File: config.mk
export PLATFORM = sky130hd
export DESIGN_NAME = fpu_mul_arbiter
export DESIGN_NICKNAME = d
export VERILOG_FILES = /design/src/rtl/fpu_mul_arbiter.sv
export SDC_FILE = /design/constraint.sdc
export NUM_CORES = 1
export LEC_CHECK = 0
export CAP_MARGIN = 20
export CORE_AREA = 3 3 156 158
export CTS_BUF_LIST = sky130_fd_sc_hd__clkbuf_2
export DETAILED_ROUTE_END_ITERATION = 7
export DIE_AREA = 0 0 159 161
export PLACE_DENSITY = 0.75
export SYNTH_ARGS = -nofsm -noshare
export SYNTH_HDL_FRONTEND = slang
export SYNTH_SLANG_ARGS = --single-unit
File: constraint.sdc
create_clock -name clk_i -period 3.1 [get_ports clk_i]
set_input_delay 0.62 -clock clk_i [delete_from_list [all_inputs] [get_ports clk_i]]
set_output_delay 0.62 -clock clk_i [all_outputs]
set_load 0.01 [all_outputs]
File: src/rtl/fpu_mul_arbiter.sv
// Round-robin arbiter that shares one stb/ack single-precision multiplier between N_REQ clients.
// One operation in flight; operands latched at grant, result held until the owner acknowledges it.
module fpu_mul_arbiter #(
  parameter int N_REQ = 4,
  parameter int IDW   = $clog2(N_REQ)
) (
  input  logic               clk_i,
  input  logic               rst_ni,
  input  logic [N_REQ-1:0]    req_stb_i,
  input  logic [N_REQ*32-1:0] req_a_i,
  input  logic [N_REQ*32-1:0] req_b_i,
  output logic [N_REQ-1:0]    req_ack_o,
  output logic [31:0]         res_z_o,
  output logic [N_REQ-1:0]    res_stb_o,
  input  logic [N_REQ-1:0]    res_ack_i,
  output logic                busy_o,
  output logic [IDW-1:0]      grant_id_o,
  output logic [31:0]         mul_a_o,
  output logic                mul_a_stb_o,
  input  logic                mul_a_ack_i,
  output logic [31:0]         mul_b_o,
  output logic                mul_b_stb_o,
  input  logic                mul_b_ack_i,
  input  logic [31:0]         mul_z_i,
  input  logic                mul_z_stb_i,
  output logic                mul_z_ack_o
);

  typedef enum logic [2:0] {
    IDLE,
    SEND,
    WAIT_Z,
    ACK_Z,
    DELIVER
  } state_t;

  state_t             state_q;
  logic [IDW-1:0]     ptr_q;
  logic [IDW-1:0]     grant_q;
  logic [N_REQ-1:0]   req_ack_q;
  logic [N_REQ-1:0]   res_stb_q;
  logic [31:0]        res_z_q;
  logic [31:0]        mul_a_q;
  logic [31:0]        mul_b_q;
  logic               busy_q;
  logic               mul_a_stb_q;
  logic               mul_b_stb_q;
  logic               mul_z_ack_q;
  logic               a_done_q;
  logic               b_done_q;

  logic [31:0]        req_a_w [N_REQ];
  logic [31:0]        req_b_w [N_REQ];
  logic [IDW-1:0]     cand_idx [N_REQ];
  logic [N_REQ-1:0]   cand_hit;
  logic [N_REQ-1:0]   pick_onehot;
  logic [N_REQ-1:0]   grant_onehot;
  logic               pick_valid_d;
  logic [IDW-1:0]     pick_idx_d;
  logic               a_done_d;
  logic               b_done_d;

  // cand_idx[k] is the requester examined k-th, starting just after the last grant.
  generate
    for (genvar gi = 0; gi < N_REQ; gi++) begin : g_req
      logic [IDW:0] sum;
      assign sum           = {1'b0, ptr_q} + (IDW+1)'(gi + 1);
      assign cand_idx[gi]  = (sum >= (IDW+1)'(N_REQ)) ? IDW'(sum - (IDW+1)'(N_REQ))
                                                       : sum[IDW-1:0];
      assign cand_hit[gi]  = req_stb_i[cand_idx[gi]];
      assign req_a_w[gi]   = req_a_i[32*gi +: 32];
      assign req_b_w[gi]   = req_b_i[32*gi +: 32];
      assign pick_onehot[gi]  = (pick_idx_d == IDW'(gi));
      assign grant_onehot[gi] = (grant_q == IDW'(gi));
    end
  endgenerate

  // Lowest scan position wins, so iterate from the far end and let nearer hits overwrite.
  always_comb begin
    pick_valid_d = 1'b0;
    pick_idx_d   = '0;
    for (int k = N_REQ - 1; k >= 0; k--) begin
      if (cand_hit[k]) begin
        pick_valid_d = 1'b1;
        pick_idx_d   = cand_idx[k];
      end
    end
  end

  assign a_done_d = a_done_q | (mul_a_stb_q & mul_a_ack_i);
  assign b_done_d = b_done_q | (mul_b_stb_q & mul_b_ack_i);

  always_ff @(posedge clk_i or negedge rst_ni) begin
    if (!rst_ni) begin
      state_q     <= IDLE;
      ptr_q       <= IDW'(N_REQ - 1);
      grant_q     <= '0;
      req_ack_q   <= '0;
      res_stb_q   <= '0;
      res_z_q     <= '0;
      mul_a_q     <= '0;
      mul_b_q     <= '0;
      busy_q      <= 1'b0;
      mul_a_stb_q <= 1'b0;
      mul_b_stb_q <= 1'b0;
      mul_z_ack_q <= 1'b0;
      a_done_q    <= 1'b0;
      b_done_q    <= 1'b0;
    end else begin
      req_ack_q   <= '0;
      mul_z_ack_q <= 1'b0;
      unique case (state_q)
        IDLE: begin
          if (pick_valid_d) begin
            mul_a_q     <= req_a_w[pick_idx_d];
            mul_b_q     <= req_b_w[pick_idx_d];
            grant_q     <= pick_idx_d;
            ptr_q       <= pick_idx_d;
            req_ack_q   <= pick_onehot;
            mul_a_stb_q <= 1'b1;
            mul_b_stb_q <= 1'b1;
            a_done_q    <= 1'b0;
            b_done_q    <= 1'b0;
            busy_q      <= 1'b1;
            state_q     <= SEND;
          end
        end
        SEND: begin
          a_done_q <= a_done_d;
          b_done_q <= b_done_d;
          if (a_done_d) mul_a_stb_q <= 1'b0;
          if (b_done_d) mul_b_stb_q <= 1'b0;
          if (a_done_d && b_done_d) state_q <= WAIT_Z;
        end
        WAIT_Z: begin
          if (mul_z_stb_i) begin
            res_z_q     <= mul_z_i;
            mul_z_ack_q <= 1'b1;
            state_q     <= ACK_Z;
          end
        end
        ACK_Z: begin
          res_stb_q <= grant_onehot;
          state_q   <= DELIVER;
        end
        DELIVER: begin
          if (res_ack_i[grant_q]) begin
            res_stb_q <= '0;
            busy_q    <= 1'b0;
            state_q   <= IDLE;
          end
        end
        default: begin
          busy_q  <= 1'b0;
          state_q <= IDLE;
        end
      endcase
    end
  end

  assign req_ack_o   = req_ack_q;
  assign res_z_o     = res_z_q;
  assign res_stb_o   = res_stb_q;
  assign busy_o      = busy_q;
  assign grant_id_o  = grant_q;
  assign mul_a_o     = mul_a_q;
  assign mul_a_stb_o = mul_a_stb_q;
  assign mul_b_o     = mul_b_q;
  assign mul_b_stb_o = mul_b_stb_q;
  assign mul_z_ack_o = mul_z_ack_q;

endmodule
==> results.sh <==
export IMPL_num_nets_final=1359
export IMPL_vias=7414
export IMPL_firstDrtPassIters=5
export IMPL_synth_cell_type_count=39
export IMPL_tritoncts="built"
export IMPL_fillers=2168
export IMPL_hpwlAfterDp_um=20500
export IMPL_tightest_slew_ns=0.579
export IMPL_die_y_um=161
export IMPL_synth_net_count=982
export IMPL_yosysSeqAreaShare_pct=43.1
export IMPL_pre_cts_slack_ns=0.169
export IMPL_grt_setup_unrepaired="no"
export IMPL_start_util_pct=29.2
export IMPL_cts_max_path_buffers=2
export IMPL_syn_to_final_growth_pct=70.7
export IMPL_path_buf_inv=1
export IMPL_cts_sinks=117
export IMPL_final_max_slew_viol_count=0
export IMPL_fin_skew_ns=0.0591
export IMPL_cts_resized=0
export IMPL_setup_viol=0
export IMPL_outcome="completed"
export IMPL_setup_ws_ns=0.609
export IMPL_max_slew_margin_pct=61.1
export IMPL_async_flop_share_pct=100
export IMPL_wl_per_cell_um=21.0
export IMPL_grt_pass1_vias=7672
export IMPL_clock_root_buffer="clkbuf_2"
export IMPL_grt_ovfl_total=0
export IMPL_fin_util_pct=49.9
export IMPL_clock_latency_ns=0.72
export IMPL_synth_area_per_cell_um2=9.99
export IMPL_routed_wirelength_um=29200
export IMPL_route_detailed_drc=0
export IMPL_ant_nets=0
export IMPL_power_density_mw_per_mm2=800
export IMPL_clkTransAtPathRegs_ns=0.25
export IMPL_end_kind="output pin"
export IMPL_grt_start_max_net_pins=69
export IMPL_leakagePower_nw=4.77
export IMPL_port_buffers=410
export IMPL_slowest_stage="clkdlybuf4s50_1"
export IMPL_worstSetupPathType="flop to output pin"
export IMPL_final_hold_viol_count=0
export IMPL_cp_required_ns=2.48
export IMPL_die_width_um=159
export IMPL_core_area_mm2=0.0233
export IMPL_period_needed_ns=2.49
export IMPL_ys_warn_count=0
export IMPL_ys_ff_latch=117
export IMPL_path_delay_family="buffers and inverters"
export IMPL_max_stage_delay_ns=0.60
export IMPL_arrival_ns=1.87
export IMPL_finalCritPeriodShare_pct=80.3
export IMPL_fin_setup_tns_ns=0
export IMPL_min_path_type="input port to asynchronous set/reset pin"
export IMPL_synth_area_mm2=0.00680
export IMPL_gp_congestion=0.863
export IMPL_cp_max_fo=7
export IMPL_htree_levels=4
export IMPL_postSynthCellCount=681
export IMPL_max_cap_violations=0
export IMPL_drive_gt1_share_pct=9.80
export IMPL_synth_top_area_share_pct=42.3
export IMPL_critPathLaunchType="flop"
export IMPL_cts_inserted_buffers=17
export IMPL_synthFlopType="dfrtp_1"
export IMPL_viasPerCell=5.33
export IMPL_antenna_found_initial=1
export IMPL_synth_edf_count=0
export IMPL_irDropWorstVdd_mv=0.521
export IMPL_path_cells="clkdlybuf4s50_1"
export IMPL_first_iter_violations=613
export IMPL_std_cell_rows=56
export IMPL_synth_top_cell_by_area="dfrtp_1"
export IMPL_grt_usage_pct=22.2
export IMPL_die_area_mm2=0.0256
export IMPL_yosys_cell_count_top_type="dfrtp_1"
export IMPL_hold_slack_ns=0.323
export IMPL_grt_first_pass_wirelength_um=44900
export IMPL_synthTopCellsByArea="dfrtp_1 42%, mux2i_1 9.4%, a21o_1 7.2%, o31ai_1 7.2%, o211ai_1 7.1%"
export IMPL_ios=411
export IMPL_power_w=0.00928
export IMPL_max_freq_mhz=401
export IMPL_ys_top_cells_by_count="115 x dfrtp_1, 74 x nand2_1, 65 x a21o_1, 65 x o31ai_1"
## stage by stage
stage | instances | instance area (µm²)
final | 1391 | 11600
after global routing | 1391 | 11600
after CTS | 1390 | 11600
after detailed placement | 1357 | 11400
after global placement | 1357 | 11400
after floorplan | 681 | 6800
## logic make-up (layout without fill, tap and decap cells)
| logic type | count (synthesis) | after routing | synth area share, % |
|---|---|---|---|
| mux | 97 | 97 | 15.1 |
| other cells | 0 | 1 | 0 |
| compound gates | 219 | 219 | 23.7 |
| buf+inv | 78 | 468 | 5.26 |
| simple gates | 170 | 170 | 12.9 |
| flops | 117 | 117 | 43.1 |
## placed cells by master, fill, tap and decap left out, types with 3 or more instances in the layout
cell | netlist | final
clkdlybuf4s50_1 | 0 | 409
dfrtp_1 | 115 | 115
nand2_1 | 74 | 74
o31ai_1 | 65 | 65
mux2i_1 | 64 | 64
nand4_1 | 64 | 64
a21o_1 | 65 | 64
o211ai_1 | 64 | 64
mux2_2 | 32 | 32
clkbuf_2 | 0 | 17
nor2_1 | 14 | 14
buf_12 | 0 | 13
buf_4 | 2 | 12
inv_6 | 0 | 6
a21oi_1 | 6 | 5
a31oi_1 | 4 | 4
o21ai_4 | 0 | 3
o21ai_0 | 5 | 3
## sequential cells by signal (all words and copies together) (netlist names)
register     flops
a_done_q         1
b_done_q         1
busy_o           1
grant_id_o       2
mul_a_o         32
mul_a_stb_o      1
mul_b_o         32
mul_b_stb_o      1
mul_z_ack_o      1
ptr_q            2
req_ack_o        4
res_stb_o        4
res_z_o         32
state_q          3
## repair_timing
item | in CTS | in global routing
buffers inserted | 0 | 0
hold buffers | 1 | 0
hold endpoints to repair | 28 | 0
## path summary, 6_finish.rpt
| kind | startpoint | end | slack [ns] | cells past startpoint |
|---|---|---|---|---|
| max | grant_id_o[0] | grant_id_o[0] | 0.61 | 1 |
| max reg2reg | ptr_q[0] | mul_b_o[26] | 0.96 | 7 |
| min | rst_ni | res_z_o[25] | 0.32 | 2 |
| max in group asynchronous | rst_ni | mul_a_o[13] | 1.99 | 3 |
| min reg2reg | b_done_q | b_done_q | 0.52 | 2 |
| min in group clk_i | mul_z_i[4] | res_z_o[4] | 0.48 | 2 |
## metal layers
layer  up-vias  global-route usage (%)  wire length, µm
met5         -                       0                0
met4         0                    5.97              504
met3        33                    6.18             2420
met2       373                    37.3            14500
met1      3644                    28.3            11800
li1       3364                       -                -
## cell type report
type                            count  area, µm²  area share (%)
Sequential cell                   117       2930            25.3
Antenna cell                        1       2.50          0.0216
Timing Repair Buffer              435       4450            38.4
Tap cell                          319        399            3.44
Multi-Input combinational cell    486       3590            30.9
Clock buffer                       17       85.1           0.733
Inverter                            1       3.75          0.0323
Clock inverter                     15        144            1.24
## power breakdown
part,switching (W),internal [W],leakage [nW]
combinational,0.00265,0.00284,3.16
clock,0.000749,0.000314,0.142
sequential,0.000476,0.00226,1.46
total,0.00387,0.00541,4.77
Note: power is estimated with default switching activity, not from simulation.
